File: src/rtl/dpd_adapt_ctrl_pkg.sv
// Shared DPD package: adaptation FSM state encoding and common unsigned
// word types used by the DPD control blocks.
package dpd_adapt_ctrl_pkg;

  localparam int unsigned ADAPT_STATE_W = 2;

  typedef logic [19:0] u20;
  typedef logic [31:0] u32;

  typedef enum logic [ADAPT_STATE_W-1:0] {
    ST_IDLE   = 2'd0,
    ST_SETTLE = 2'd1,
    ST_ADAPT  = 2'd2,
    ST_EVAL   = 2'd3
  } adapt_state_t;

endpackage

File: src/rtl/dpd_adapt_ctrl.sv
// dpd_adapt_ctrl: sequences DPD adaptation runs as repeated
// SETTLE -> ADAPT -> EVAL iterations.
// Optional feature macro: DPD_ADAPT_CTRL_ERR_STOP_EN (early stop when the
// fit error drops to or below the snapshot threshold).
// Ports:
//   clk, reset_b      clock, async active-low reset
//   start, abort      run request (IDLE only) / immediate termination
//   settle_len        SETTLE cycles per iteration (0 treated as 1)
//   adapt_len         ADAPT cycles per iteration (0 treated as 1)
//   n_iter            iterations per run, 0 = run until abort
//   err_thr           convergence threshold (used only with the macro)
//   err_fit_mag       fit error from the DPD core, sampled in EVAL
//   dpd_adapt, busy   adaptation enable / run in progress
//   done, converged   completion pulse / sticky threshold-stop flag
//   iter_cnt, err_last completed iterations / last sampled error
module dpd_adapt_ctrl
  import dpd_adapt_ctrl_pkg::*;
#(
  parameter int unsigned CW = $bits(u32),
  parameter int unsigned IW = 8,
  parameter int unsigned EW = $bits(u20)
) (
  input  logic          clk,
  input  logic          reset_b,
  input  logic          start,
  input  logic          abort,
  input  logic [CW-1:0] settle_len,
  input  logic [CW-1:0] adapt_len,
  input  logic [IW-1:0] n_iter,
  input  logic [EW-1:0] err_thr,
  input  logic [EW-1:0] err_fit_mag,
  output logic          dpd_adapt,
  output logic          busy,
  output logic          done,
  output logic          converged,
  output logic [IW-1:0] iter_cnt,
  output logic [EW-1:0] err_last
);

  localparam int unsigned SW = ADAPT_STATE_W;
  localparam logic [SW-1:0] IDLE   = SW'(ST_IDLE);
  localparam logic [SW-1:0] SETTLE = SW'(ST_SETTLE);
  localparam logic [SW-1:0] ADAPT  = SW'(ST_ADAPT);
  localparam logic [SW-1:0] EVAL   = SW'(ST_EVAL);

  logic [SW-1:0] state_q, state_d;
  logic [CW-1:0] cnt_q, cnt_d;
  logic [CW-1:0] settle_q, settle_d;
  logic [CW-1:0] adapt_q, adapt_d;
  logic [IW-1:0] niter_q, niter_d;
  logic [IW-1:0] iter_q, iter_d;
  logic [IW-1:0] iter_inc;
  logic [EW-1:0] err_q, err_d;
  logic          dpd_q, dpd_d;
  logic          busy_q, busy_d;
  logic          done_q, done_d;
  logic          hit_c;

`ifdef DPD_ADAPT_CTRL_ERR_STOP_EN
  logic [EW-1:0] thr_q, thr_d;
  logic          conv_q, conv_d;
  assign hit_c     = (err_fit_mag <= thr_q);
  assign converged = conv_q;
`else
  logic unused_err_thr;
  assign unused_err_thr = ^err_thr;
  assign hit_c          = 1'b0;
  assign converged      = 1'b0;
`endif

  // Down-counter reload value: a phase lasts max(len,1) cycles.
  function automatic logic [CW-1:0] load_val(input logic [CW-1:0] len);
    return (len == '0) ? '0 : len - CW'(1);
  endfunction

  // Next-state and registered-output logic.
  always_comb begin
    state_d  = state_q;
    cnt_d    = cnt_q;
    settle_d = settle_q;
    adapt_d  = adapt_q;
    niter_d  = niter_q;
    iter_d   = iter_q;
    err_d    = err_q;
    done_d   = 1'b0;
`ifdef DPD_ADAPT_CTRL_ERR_STOP_EN
    thr_d    = thr_q;
    conv_d   = conv_q;
`endif
    iter_inc = (iter_q == {IW{1'b1}}) ? iter_q : iter_q + IW'(1);

    if (abort) begin
      state_d = IDLE;
    end else begin
      case (state_q)
        IDLE: begin
          if (start) begin
            settle_d = settle_len;
            adapt_d  = adapt_len;
            niter_d  = n_iter;
            iter_d   = '0;
            cnt_d    = load_val(settle_len);
            state_d  = SETTLE;
`ifdef DPD_ADAPT_CTRL_ERR_STOP_EN
            thr_d    = err_thr;
            conv_d   = 1'b0;
`endif
          end
        end
        SETTLE: begin
          if (cnt_q == '0) begin
            cnt_d   = load_val(adapt_q);
            state_d = ADAPT;
          end else begin
            cnt_d = cnt_q - CW'(1);
          end
        end
        ADAPT: begin
          if (cnt_q == '0) begin
            state_d = EVAL;
          end else begin
            cnt_d = cnt_q - CW'(1);
          end
        end
        EVAL: begin
          err_d  = err_fit_mag;
          iter_d = iter_inc;
          if (hit_c) begin
            state_d = IDLE;
            done_d  = 1'b1;
`ifdef DPD_ADAPT_CTRL_ERR_STOP_EN
            conv_d  = 1'b1;
`endif
          end else if ((niter_q != '0) && (iter_inc == niter_q)) begin
            state_d = IDLE;
            done_d  = 1'b1;
          end else begin
            cnt_d   = load_val(settle_q);
            state_d = SETTLE;
          end
        end
        default: state_d = IDLE;
      endcase
    end

    dpd_d  = (state_d == ADAPT);
    busy_d = (state_d != IDLE);
  end

  // State and output registers.
  always_ff @(posedge clk or negedge reset_b) begin
    if (!reset_b) begin
      state_q  <= IDLE;
      cnt_q    <= '0;
      settle_q <= '0;
      adapt_q  <= '0;
      niter_q  <= '0;
      iter_q   <= '0;
      err_q    <= '0;
      dpd_q    <= 1'b0;
      busy_q   <= 1'b0;
      done_q   <= 1'b0;
`ifdef DPD_ADAPT_CTRL_ERR_STOP_EN
      thr_q    <= '0;
      conv_q   <= 1'b0;
`endif
    end else begin
      state_q  <= state_d;
      cnt_q    <= cnt_d;
      settle_q <= settle_d;
      adapt_q  <= adapt_d;
      niter_q  <= niter_d;
      iter_q   <= iter_d;
      err_q    <= err_d;
      dpd_q    <= dpd_d;
      busy_q   <= busy_d;
      done_q   <= done_d;
`ifdef DPD_ADAPT_CTRL_ERR_STOP_EN
      thr_q    <= thr_d;
      conv_q   <= conv_d;
`endif
    end
  end

  assign dpd_adapt = dpd_q;
  assign busy      = busy_q;
  assign done      = done_q;
  assign iter_cnt  = iter_q;
  assign err_last  = err_q;

endmodule

File: config.mk
export PLATFORM = sky130hd
export DESIGN_NAME = dpd_adapt_ctrl
export DESIGN_NICKNAME = d
export VERILOG_FILES = /design/src/rtl/dpd_adapt_ctrl_pkg.sv /design/src/rtl/dpd_adapt_ctrl.sv
export SDC_FILE = /design/constraint.sdc
export NUM_CORES = 1
export LEC_CHECK = 0
export ABC_AREA = 1
export ABC_CLOCK_PERIOD_IN_PS = 3850
export CAP_MARGIN = 15
export CORE_MARGIN = 10
export CORE_UTILIZATION = 61
export DETAILED_ROUTE_END_ITERATION = 7
export PLACE_DENSITY_LB_ADDON = 0.2
export SLEW_MARGIN = 10
export SYNTH_ARGS = -nofsm -noshare
export SYNTH_HDL_FRONTEND = slang
export SYNTH_SLANG_ARGS = --single-unit
File: constraint.sdc
create_clock -name clk -period 3.85 [get_ports clk]
set_clock_uncertainty 0.2 [all_clocks]
set_input_delay 0.77 -clock clk [delete_from_list [all_inputs] [get_ports clk]]
set_output_delay 0.77 -clock clk [all_outputs]
set_load 0.05 [all_outputs]
==> summary.txt <==
Floorplanning
  – Initial Utilization: 62.8%
  – Cell Rows: 47
  – Chip height: 151 um
  – Die area: 0.0229 mm2
  – Core ar.: 0.0168 mm2
  – Die Span X: 151 um
  – IO Pins: 148

Synth
  – Post-synth ARST share: 100%
  – Syn_area_per_cell: 6.16 um2
  – Synthesized instance count: 1707
  – Syn Nets: 1833
  – Yosys warns: 0
  – Post-Syn Area: 0.0105 mm2
  – Ys flop type: dfrtp_1
  – FF+latch count, synth: 137
  – Area leader, netlist: dfrtp_1
  – Register area share after synthesis: 32.6%
  – Synth top area share: 32.6%
  – Top post-synthesis cells by area: dfrtp_1 (33%), nand2_1 (21%), nor2_1 (11%)
  – Count of cell types in the netlist: 40
  – Post-synth EDFFs: 0

Setup path
  – CP required: 4.03 ns
  – Worst-path fanout max: 20
  – CP endpoint kind: register
  – CP Class: in2reg
  – Worst EP arrival: 3.56 ns
  – Crit path cell chain: clkdlybuf4s50_1, inv_1, ha_1, nand2_1, nor2_1, nand3_1, nor3_1, nor2_2, o21ai_0, nand2_1, nand2_1, nand2_1
  – Largest delay share family, worst path: simple AND/OR/NAND/NOR gates
  – Setup crit start kind: input pin
  – Crit path largest cell delay: 0.73 ns
  – Most used cell, CP: nand2_1
  – Slowest stage cell, crit path: nor2_2
  – WP buf/inv: 2

Layout
  – Syn-to-layout area delta: 19.7%
  – Fillcell total: 1404
  – Antenna Cells: 0
  – Non-Filler Instances: 2053
  – Area occupied by multi-input gates: 0.00623 mm2
  – Nets: 1946
  – Register area: 0.00343 mm2
  – Share of post-route cells with drive strength above 1: 4.91%

Clock network
  – Clock Sinks: 137
  – CTS root buf: clkbuf_16
  – Worst-case clock buffer depth: 2
  – CTS tree: yes
  – Htree depth: 4
  – CTS clk-pin slew, worst paths: 0.07 ns
  – Post-CTS setup buffers: 0
  – Post_cts resized: 0
  – Worst skew pair latency: 0.44 ns
  – TritonCTS Buffers: 17
  – Hold-fix buffers, CTS: 0

Power and ir drop
  – Lkg Pwr: 6.16 nW
  – Final Total Pwr: 0.00891 W
  – Cell area power density: 707 mW/mm2
  – Max rail drop VDD: 0.536 mV

STA
  – Relative slew margins: 35.7%
  – Worst-Margin Slew: 0.963 ns
  – Setup TNS Final: 0 ns
  – Post-route minimum period: 3.38 ns
  – Fmax achieved: 295 MHz
  – Slew Viols, Final: 0
  – RSZ-0062 raised after global routing: false
  – Final Hold Fails: 0
  – Final period util: 87.9%
  – # setup viols final: 0

Routing
  – Drt drc: 0
  – Drt total wl: 34200 um
  – Vias/cell: 5.60
  – Vias after detailed routing: 11491
  – DRT iter0 DRCs: 1295
  – Avg WL per Cell: 16.6 um
  – DR pass1 iterations: 6
  – Antenna-violating nets left: 0

Placement
  – GPL Wtd Cong: 0.968
  – Inst Count DP: 2021
  – # port buffers: 126
  – Post-DP HPWL: 25900 um

Global routing
  – Grt met3 use: 5.64%
  – GR Util met2: 49.3%
  – First-pass GRT wire length: 55200 um
  – Gr ovfl total: 0
  – Busiest metal layer after global routing: met2
  – Initial antenna violation count: 0
  – Met1 GRT Util: 39.4%
  – GRT Overall Usage: 30.1%
  – Vias in the first global route: 11065
  – Largest net degree at the start of global routing: 66

Run status
  – Status: completed

Flow run
  – MaxCap Viol Count: 0

Worst hold path
  – HP Class: in2async
==> through the flow <==
| step | cell area [um2] | util [%] | worst slack [ns] | hold slack [ns] |
|---|---|---|---|---|
| 2_1_floorplan | 10500 | - | 1.26 | 0.265 |
| 6_report | 12600 | 75.1 | 0.466 | 0.123 |
| 3_5_place_dp | 12000 | 71.5 | 0.172 | 0.259 |
| 4_1_cts | 12600 | 75.1 | 0.620 | 0.155 |
| 3_3_place_gp | 12000 | 71.5 | 0.278 | 0.253 |
| 5_1_grt | 12600 | 75.1 | 0.310 | 0.176 |
==> layer usage <==
layer	share of wire, %	vias up
met1	42	5288
li1	-	5598
met3	8.5	67
met5	0	-
met4	2.4	0
met2	47	538
==> logic make-up after synthesis <==
family          after synthesis  synth area share (%)
compound gates              127                  6.50
xor+xnor                     68                  5.66
fa+ha+maj                    10                  1.19
buf+inv                     214                  8.32
flops                       137                  32.6
mux                           6                 0.642
other cells                   1                0.0357
simple gates               1144                  45.1
==> Yosys cell counts, types with 4 or more instances <==
master	instances
dfrtp_1	137
inv_1	160
nor2_2	5
nor3_1	9
nand2_2	9
buf_2	6
ha_1	10
nor2_1	317
a21oi_1	44
buf_6	7
mux2_2	6
o21ai_0	63
xor2_1	54
clkbuf_1	34
nand3b_1	8
xnor2_1	14
nand4_1	29
nand3_1	152
nand2_1	594
o21bai_1	11
nand3_2	4
==> registers in the layout, indices dropped and copies added, names as in the netlist, 2 cells and up <==
signal and flops:
adapt_q 32, cnt_q 32, err_last 20, iter_cnt 8
niter_q 8, settle_q 32, state_q 2
==> path summary, 6_finish.rpt <==
check | from | endpoint | slack, ns | cells after the start
min in group clk | err_last[19] | err_last[19] | 0.27 | 2
max in group asynchronous | reset_b | cnt_q[15] | 2.54 | 2
worst min-delay path | reset_b | adapt_q[1] | 0.12 | 1
worst max-delay path | settle_len[0] | cnt_q[13] | 0.47 | 12
worst max register to register | iter_cnt[0] | cnt_q[2] | 0.72 | 15
worst min register to register | err_last[19] | err_last[19] | 0.27 | 2
==> layout by cell type (no fill, tap or decap), types with 10 or more instances in the layout <==
cell / netlist / final
inv_1: 160 / 160
o21bai_1: 11 / 11
clkdlybuf4s50_1: 0 / 125
xnor2_1: 14 / 14
nand3_1: 152 / 151
xor2_1: 54 / 54
nor2_1: 317 / 316
nand2_1: 594 / 594
dfrtp_1: 137 / 137
o21ai_0: 63 / 63
a21oi_1: 44 / 44
buf_4: 3 / 17
nand4_1: 29 / 29
clkbuf_16: 0 / 17
ha_1: 10 / 10
==> area by class of cell <==
cell class	instances	area share, %
Tap cell	220	2.19
Clock inverter	15	1.36
Inverter	162	4.83
Sequential cell	137	27.2
Timing Repair Buffer	146	11.5
Clock buffer	17	3.38
Multi-Input combinational cell	1356	49.5
==> where the power goes <==
part	total, W	leakage, nW	internal [W]	switching [W]
clock	0.00168	0.288	0.000877	0.000800
sequential	0.00280	1.67	0.00206	0.000739
combinational	0.00443	4.20	0.00151	0.00292
(Power assumes the default switching activity.)
